<file path="config.mk">
export PLATFORM = sky130hd
export DESIGN_NAME = counter_seq_ctrl
export DESIGN_NICKNAME = d
export VERILOG_FILES = /design/src/rtl/counter_pkg.sv /design/src/rtl/presc_tick.sv /design/src/rtl/counter_seq_ctrl.sv
export SDC_FILE = /design/constraint.sdc
export NUM_CORES = 1
export LEC_CHECK = 0
export CELL_PAD_IN_SITES_DETAIL_PLACEMENT = 0
export CELL_PAD_IN_SITES_GLOBAL_PLACEMENT = 1
export CORE_UTILIZATION = 35
export CTS_CLUSTER_DIAMETER = 60
export CTS_CLUSTER_SIZE = 25
export DETAILED_ROUTE_END_ITERATION = 10
export GPL_TIMING_DRIVEN = 0
export PLACE_DENSITY_LB_ADDON = 0.1
export SETUP_SLACK_MARGIN = 0.05
export SYNTH_ARGS = -nofsm -noshare
export SYNTH_HDL_FRONTEND = slang
export SYNTH_SLANG_ARGS = --single-unit
export TNS_END_PERCENT = 1
</file>
<file path="constraint.sdc">
create_clock -name clk -period 2.9 [get_ports clk]
set_input_delay 0.58 -clock clk [delete_from_list [all_inputs] [get_ports clk]]
set_output_delay 0.58 -clock clk [all_outputs]
set_load 0.02 [all_outputs]
</file>
<file path="src/rtl/counter_pkg.sv">
// Shared types and defaults for the counter sequencing controller.
// Opcode and state encodings live here so decode and datapath glue agree.
package counter_pkg;

  localparam int CNT_W_DEF   = 8;
  localparam int PRESC_W_DEF = 4;

  typedef enum logic [2:0] {
    OP_NOP            = 3'd0,
    OP_SET_TOP        = 3'd1,
    OP_SET_PRESC      = 3'd2,
    OP_START_ONESHOT  = 3'd3,
    OP_START_PERIODIC = 3'd4,
    OP_STOP           = 3'd5,
    OP_CLR_IRQ        = 3'd6,
    OP_RSVD           = 3'd7
  } cmd_op_e;

  typedef enum logic [1:0] {
    IDLE = 2'd0,
    ARM  = 2'd1,
    RUN  = 2'd2,
    DONE = 2'd3
  } seq_state_e;

  function automatic logic is_start(cmd_op_e op);
    return (op == OP_START_ONESHOT) || (op == OP_START_PERIODIC);
  endfunction

endpackage

</file>
<file path="src/rtl/presc_tick.sv">
// Prescaler: counts 0..i_div while enabled and fires o_tick on the last count.
// A div of zero therefore ticks every enabled cycle.
module presc_tick #(
  parameter int PRESC_W = 4
) (
  input  logic               clk,
  input  logic               rst_n,
  input  logic               i_clr,
  input  logic               i_en,
  input  logic [PRESC_W-1:0] i_div,
  output logic               o_tick
);

  logic [PRESC_W-1:0] r_cnt;

  assign o_tick = i_en && (r_cnt == i_div);

  always_ff @(posedge clk or negedge rst_n) begin
    if (!rst_n) begin
      r_cnt <= '0;
    end else if (i_clr) begin
      r_cnt <= '0;
    end else if (i_en) begin
      r_cnt <= o_tick ? '0 : r_cnt + PRESC_W'(1);
    end
  end

endmodule

</file>
<file path="src/rtl/counter_seq_ctrl.sv">
// Timer controller: accepts commands, sequences the external counter through
// a prescaler and raises terminal-count pulses plus a sticky interrupt.
module counter_seq_ctrl
  import counter_pkg::*;
#(
  parameter int PRESC_W = PRESC_W_DEF,
  parameter int CNT_W   = CNT_W_DEF
) (
  input  logic             clk,
  input  logic             rst_n,
  input  logic             cmd_valid,
  output logic             cmd_ready,
  input  logic [2:0]       cmd_op,
  input  logic [CNT_W-1:0] cmd_data,
  input  logic [CNT_W-1:0] cnt_q,
  output logic             cnt_clr,
  output logic             cnt_inc,
  output logic             running,
  output logic             tc_pulse,
  output logic             irq
);

  seq_state_e         r_state;
  seq_state_e         w_next;
  logic [CNT_W-1:0]   r_top;
  logic [PRESC_W-1:0] r_presc_div;
  logic               r_mode;
  logic               r_irq;

  cmd_op_e            w_op;
  logic               w_accept;
  logic               w_start;
  logic               w_stop;
  logic               w_tick;
  logic               w_presc_clr;
  logic               w_presc_en;

  assign w_op        = cmd_op_e'(cmd_op);
  assign cmd_ready   = (r_state != ARM);
  assign w_accept    = cmd_valid && cmd_ready;
  assign w_start     = w_accept && is_start(w_op);
  assign w_stop      = w_accept && (w_op == OP_STOP);
  assign w_presc_clr = (r_state == ARM);
  assign w_presc_en  = (r_state == RUN);
  assign running     = (r_state == ARM) || (r_state == RUN);
  assign irq         = r_irq;

  presc_tick #(
    .PRESC_W(PRESC_W)
  ) u_presc (
    .clk    (clk),
    .rst_n  (rst_n),
    .i_clr  (w_presc_clr),
    .i_en   (w_presc_en),
    .i_div  (r_presc_div),
    .o_tick (w_tick)
  );

  always_ff @(posedge clk or negedge rst_n) begin
    if (!rst_n) begin
      r_state <= IDLE;
    end else begin
      r_state <= w_next;
    end
  end

  // An accepted START/STOP in RUN pre-empts whatever the tick would have done.
  always_comb begin
    w_next   = r_state;
    cnt_clr  = 1'b0;
    cnt_inc  = 1'b0;
    tc_pulse = 1'b0;
    case (r_state)
      IDLE: begin
        if (w_start) w_next = ARM;
      end
      ARM: begin
        cnt_clr = 1'b1;
        w_next  = RUN;
      end
      RUN: begin
        if (w_start) begin
          w_next = ARM;
        end else if (w_stop) begin
          w_next = IDLE;
        end else if (w_tick) begin
          if (cnt_q == r_top) begin
            tc_pulse = 1'b1;
            if (r_mode) begin
              cnt_clr = 1'b1;
            end else begin
              w_next = DONE;
            end
          end else begin
            cnt_inc = 1'b1;
          end
        end
      end
      DONE: begin
        if (w_start) begin
          w_next = ARM;
        end else if (w_stop) begin
          w_next = IDLE;
        end
      end
      default: w_next = IDLE;
    endcase
  end

  // A terminal pulse outranks CLR_IRQ arriving in the same cycle.
  always_ff @(posedge clk or negedge rst_n) begin
    if (!rst_n) begin
      r_top       <= '1;
      r_presc_div <= '0;
      r_mode      <= 1'b0;
      r_irq       <= 1'b0;
    end else begin
      if (tc_pulse) begin
        r_irq <= 1'b1;
      end else if (w_accept && (w_op == OP_CLR_IRQ)) begin
        r_irq <= 1'b0;
      end
      if (w_accept) begin
        case (w_op)
          OP_SET_TOP:        r_top       <= cmd_data;
          OP_SET_PRESC:      r_presc_div <= cmd_data[PRESC_W-1:0];
          OP_START_ONESHOT:  r_mode      <= 1'b0;
          OP_START_PERIODIC: r_mode      <= 1'b1;
          default: ;
        endcase
      end
    end
  end

endmodule
</file>
Word level (Yosys, flattened, before mapping)

Cells that the tools add are included.

Flip-flop bits (word level): 20
Input bits: 22
Word-level logic and storage cells: 70

Muxes and demuxes: 31
Eq/ne operators: 17
Reduce and logical (&&, ||, !) cells: 15
Add/sub/neg operators: 1

Operators by type and width:

| cell                                                            | count |
|---|---|
| 1-bit 2-to-1 mux                                                | 17 |
| 2-bit 2-to-1 mux                                                | 8 |
| 4-bit 2-to-1 mux                                                | 3 |
| 4-bit != test, second input constant                            | 3 |
| 3-bit == test, second input constant                            | 3 |
| 8-bit == test                                                   | 1 |
| 2-bit case mux with 4 select lines                              | 1 |
| 3-bit by 2-bit == test with 1-bit output, second input constant | 2 |
| 2-bit AND reduction                                             | 3 |
| 2-bit nonzero test                                              | 3 |
| 1-bit logical AND                                               | 5 |
| 5-bit AND reduction                                             | 1 |
| 4-bit by 1-bit adder with 4-bit output, second input constant   | 1 |
| 2-bit == test, second input constant                            | 2 |
| 4-bit == test                                                   | 1 |
| 1-bit case mux with 2 select lines                              | 2 |
| 3-bit by 1-bit == test with 1-bit output, second input constant | 1 |
| 3-bit != test, second input constant                            | 1 |
| 2-bit by 1-bit == test with 1-bit output, second input constant | 1 |
| 2-bit zero test                                                 | 1 |
| 1-bit logical OR                                                | 2 |
| 2-bit by 1-bit != test with 1-bit output, second input constant | 1 |
| 2-bit != test, second input constant                            | 1 |

Depth between registers and ports, before layout

Word-level depth: 7
Gate-level depth with buffers: 8
Mapped depth without buffers: 7

Hierarchy

Synthesis repeated with hierarchy kept, for this count alone.

Cells, all modules: 112
Area, all modules: 1232.4 µm²

Modules (own cells, without submodules):

| module           | area each (µm²) | times used | cells each |
|---|---|---|---|
| counter_seq_ctrl | 962.2           | 1          | 86 |
| presc_tick       | 270.3           | 1          | 26 |

Worst setup path after synthesis

OpenSTA, ideal clock, no wires.

Path type: register to output
Start point: register r_state[1]
End point: output cnt_clr
Path slack: 278 ps
Required time: 2320 ps
Data arrival time: 2042 ps
Cell stages (with the launch flop): 9
Cell sequence: dfrtp_1 inv_1 ha_1 nor2b_1 clkbuf_2 o21ai_2 or3b_1 nor3_2 a22o_1

Cells in the longest elaborated chain, start to end: 6
Elaborated cells on any way between the ends: 11

RTL lines:

| element                                                                          | RTL line                                                               | RTL |
|---|---|---|
| start, declared                                                                  | counter_seq_ctrl.sv:23                                                 | `seq_state_e r_state;` |
| start signal, assigned                                                           | counter_seq_ctrl.sv:63                                                 | `r_state <= w_next;` |
| 2-bit == test / 2-bit by 1-bit != test with 1-bit output (equally long branches) | counter_seq_ctrl.sv:44, counter_seq_ctrl.sv:73, counter_seq_ctrl.sv:39 |  |
| 1-bit logical AND (on tied branches)                                             | presc_tick.sv:16, counter_seq_ctrl.sv:40                               |  |
| 1-bit 2-to-1 mux / 1-bit logical AND (equally long branches)                     | counter_seq_ctrl.sv:86, counter_seq_ctrl.sv:42                         |  |
| 1-bit 2-to-1 mux                                                                 | counter_seq_ctrl.sv:84                                                 | `end else if (w_stop) begin` |
| 1-bit 2-to-1 mux                                                                 | counter_seq_ctrl.sv:82                                                 | `if (w_start) begin` |
| 1-bit case mux with 2 select lines (*)                                           | counter_seq_ctrl.sv:73                                                 | `case (r_state)` |
| end, declared                                                                    | counter_seq_ctrl.sv:16                                                 | `output logic cnt_clr,` |

Every way passes the cells marked *; elsewhere a longest branch is shown, timed or not.

Worst setup path after layout

Start point: input cmd_valid
End point: output cnt_clr

Cells in the longest elaborated chain, start to end: 5
Elaborated cells on any way between the ends: 6

RTL lines:

| element                                | RTL line               | RTL |
|---|---|---|
| start, declared                        | counter_seq_ctrl.sv:11 | `input logic cmd_valid,` |
| 1-bit logical AND (*)                  | counter_seq_ctrl.sv:40 | `assign w_accept = cmd_valid && cmd_ready;` |
| 1-bit logical AND                      | counter_seq_ctrl.sv:42 | `assign w_stop = w_accept && (w_op == OP_STOP);` |
| 1-bit 2-to-1 mux                       | counter_seq_ctrl.sv:84 |  |
| 1-bit 2-to-1 mux (*)                   | counter_seq_ctrl.sv:82 |  |
| 1-bit case mux with 2 select lines (*) | counter_seq_ctrl.sv:73 |  |

Marks and branches as above.

==> metrics.md <==
| Metric | Value |
|---|---|
| Outcome | finished, final reports clean |
| I/O Pins | 28 |
| Worst setup startpoint | cmd_valid |
| CTS Buf Count | 3 |
| Design area | approximately 1600 um^2 |
| Placed Area | 1500 um^2 |
| Vias in the first global route | 942 |
| Per-cell routed wire length | 13.0 um |
| Die X | 59.8 um |
| Largest delay share family, worst path | buffers and inverters |
| Worst Hold Class | reg2reg |
| Worst R2R End | r_presc_div[1]$_DFFE_PN0P_ |
| Post-synth EDFFs | 0 |
| Synth top area share | 25.6% |
| Yosys warns | 0 |
| Cell Pwr Density | 936 nW/um^2 |
| Via count | 900 |
| Synthesized area | 1170 um^2 |
| Kind of critical path | in2out |
| Fin nets | 169 |
| Placer Congestion | 0.741 |
| Final ANT Viol Nets | 0 |
| Area growth syn-to-layout | 32.5% |
| Total power | between 1 and 1.5 mW |
| Detailed Place HPWL | approximately 1800 um |
| Drt pass-1 iters | 2 |
| Crit share post-route | between 90% and 100% |
| Final setup fails | 0 |
| GRT Overall Usage | 16.2% |
| Syn Nets | 136 |
| DR iter-0 viols | 41 |
| IO Port Bufs | 27 |
| Die height | 59.8 um |
| Fin. Hold Viols | 0 |
| #FFs+latches synth | 20 |
| Critical path data required time | 2320 ps |
| CTS H-tree depth | 1 |
| Most used DFF post-synth | dfrtp_1 |
| Internal reg-to-reg setup slack | between 900 and 1000 ps |
| Num rows | 20 |
| Number of remaining DRC errors | 0 |
| Most common cell in the netlist | mux2_2 |
| P_leak | 0.639 nW |
| Cell Chain, Critical Path | clkdlybuf4s50_1 -> nor2b_1 -> clkbuf_2 -> o21ai_2 -> or3b_4 -> nor3_4 -> a22o_1 -> buf_4 |
| Post-synthesis sequential area ratio | 43.6% |
| Final Skew | 13.9 ps |
| Max-slew violation count | 0 |
| Worst-path clk slew | approximately 130 ps |
| Die area | 3580 um^2 |
| Startpoint Class | input port |
| Cell count after synthesis | around 110 |
| CORE AREA | 3100 um^2 |
| Vias per cell | 4.89 |
| Fill cells | 335 |
| FFs w/ async S/R, synth | between 90% and 100% |
| Worst skew pair latency | 310 ps |
| Clock period minus worst slack | 2810 ps |
| Commonest cells in the netlist | 13 x mux2_2, 12 x dfrtp_1, 12 x xnor2_1 |
| Initial Util | 37.7% |
| Initial antenna violation count | 0 |
| Final setup TNS | 0 ps |
| Cell variety after synth | 35 |
| Relative slew slack | between 30 and 40% |
| Area leader, netlist | dfrtp_1 |
| CTS root buf | clkbuf_4 |
| Reg2Reg Depth | 6 |
| Max FO, Critical Path | 8 |
| Wirelength, routed | between 2000 and 2500 um |
| Share of layout cells above drive strength 1 | 27.1% |
| Syn Area/Cell | 10.8 um^2 |
| Final Core Density | ~50% |
| Crit path capture | cnt_clr |
| CP Depth | 8 |
| Slowest CP cell | or3b_4 |
| Largest net degree at the start of global routing | 21 |
| RSZ-0062 raised after global routing | yes |
| Grt total ovfl | 0 |
| CP Capture Type | primary output |
| ANT cells | 0 |
| Crit path buf inv count | 3 |
| Max Freq | 0.355 GHz |
| Slowest cell delay on critical path | slightly above 400 ps |
| CTS tree | yes |
| Top post-synthesis cells by area | dfrtp_1 26%, dfstp_2 18%, mux2_2 13% |
| Worst slew pin tran | 911 ps |
| Worst vdd ir | 0.357 mV |
| Clock Path Buffers | 2 |
| Max-cap violations | 0 |
| First-pass GRT wire length | 4170 um |
| Worst EP arrival | approximately 2200 ps |
| Clk sinks | 20 |
| R2R Path Start | r_state[0]$_DFFE_PN0P_ |
through the flow:
stage               hold WS [ps]  instances  setup WS (ps)
floorplan                    284        108            278
global placement             467        179           -681
detailed placement           471        179           -711
CTS                          501        184           47.3
global route                 526        184          -51.4
finish                       497        184           85.4
cell families after synthesis:
group / after synthesis / synth area share [%]
flip-flops: 20 / 43.6
AND/OR/NAND/NOR: 29 / 14.5
multiplexers: 13 / 12.5
AO/OA/AOI/OAI: 20 / 11.3
adder cells (fa/ha/maj): 6 / 6.41
buffers and inverters: 8 / 2.67
XOR/XNOR: 12 / 8.97
routing by layer:
layer	routed length (um)	up-vias	global-route usage, %	part of all wire [%]
met5	0	-	0	0
met4	41	0	6.98	1.7
met3	96	5	2.81	4.0
met2	1230	17	29.7	51
met1	1020	428	18.2	43
li1	-	450	-	-
flip-flops by register name (all words and copies together) (netlist names):
name           flops
irq                1
r_mode             1
r_presc_div        4
r_state            2
r_top              8
u_presc.r_cnt      4
worst min-delay path by stage:
stage	start	to	slack (ps)	cells after the start
3_3_place_gp	irq$_DFFE_PN0P_	irq$_DFFE_PN0P_	470	1
3_5_place_dp	irq$_DFFE_PN0P_	irq$_DFFE_PN0P_	470	1
4_1_cts	irq$_DFFE_PN0P_	irq$_DFFE_PN0P_	500	1
6_report	irq$_DFFE_PN0P_	irq$_DFFE_PN0P_	500	1
5_1_grt	irq$_DFFE_PN0P_	irq$_DFFE_PN0P_	530	1
2_1_floorplan	rst_n	irq$_DFFE_PN0P_	280	0
repair_timing:
action	in CTS	in global routing
buffers inserted	1	0
hold buffers	0	0
pin swaps	1	0
cloned	0	0
setup endpoints to repair	3	3
resized for setup	15	3
cell type report:
cell class | count | area (um^2) | area share (%)
multi-input combinational | 80 | 641 | 41.3
sequential | 20 | 510 | 32.9
timing repair buffer | 28 | 262 | 16.9
tap | 44 | 55.1 | 3.55
clock inverter | 1 | 30.0 | 1.94
clock buffer | 3 | 22.5 | 1.45
inverter | 6 | 22.5 | 1.45
buffer | 2 | 8.76 | 0.565
cells in the final DEF (no fill, tap or decap), types with 2 or more instances in the layout:
cell,count
dfstp_2,8
o2bb2ai_1,2
nor3_1,2
nand2_1,5
nor2b_1,2
nand4_1,3
mux2_2,13
buf_4,2
a22o_1,2
o21ai_0,4
a21oi_1,5
nor2_1,5
dfrtp_1,12
xnor2_1,12
clkbuf_4,3
clkdlybuf4s50_1,21
clkbuf_2,3
dlygate4sd2_1,3
ha_1,5
inv_1,5
nand3_1,2
power by group:
group / leakage, nW / internal (mW) / switching [mW]
Combinational: 0.377 / 0.351 / 0.325
Sequential: 0.235 / 0.445 / 0.0998
Clock: 0.0279 / 0.140 / 0.0924
Note: power is estimated with default switching activity, not from simulation.
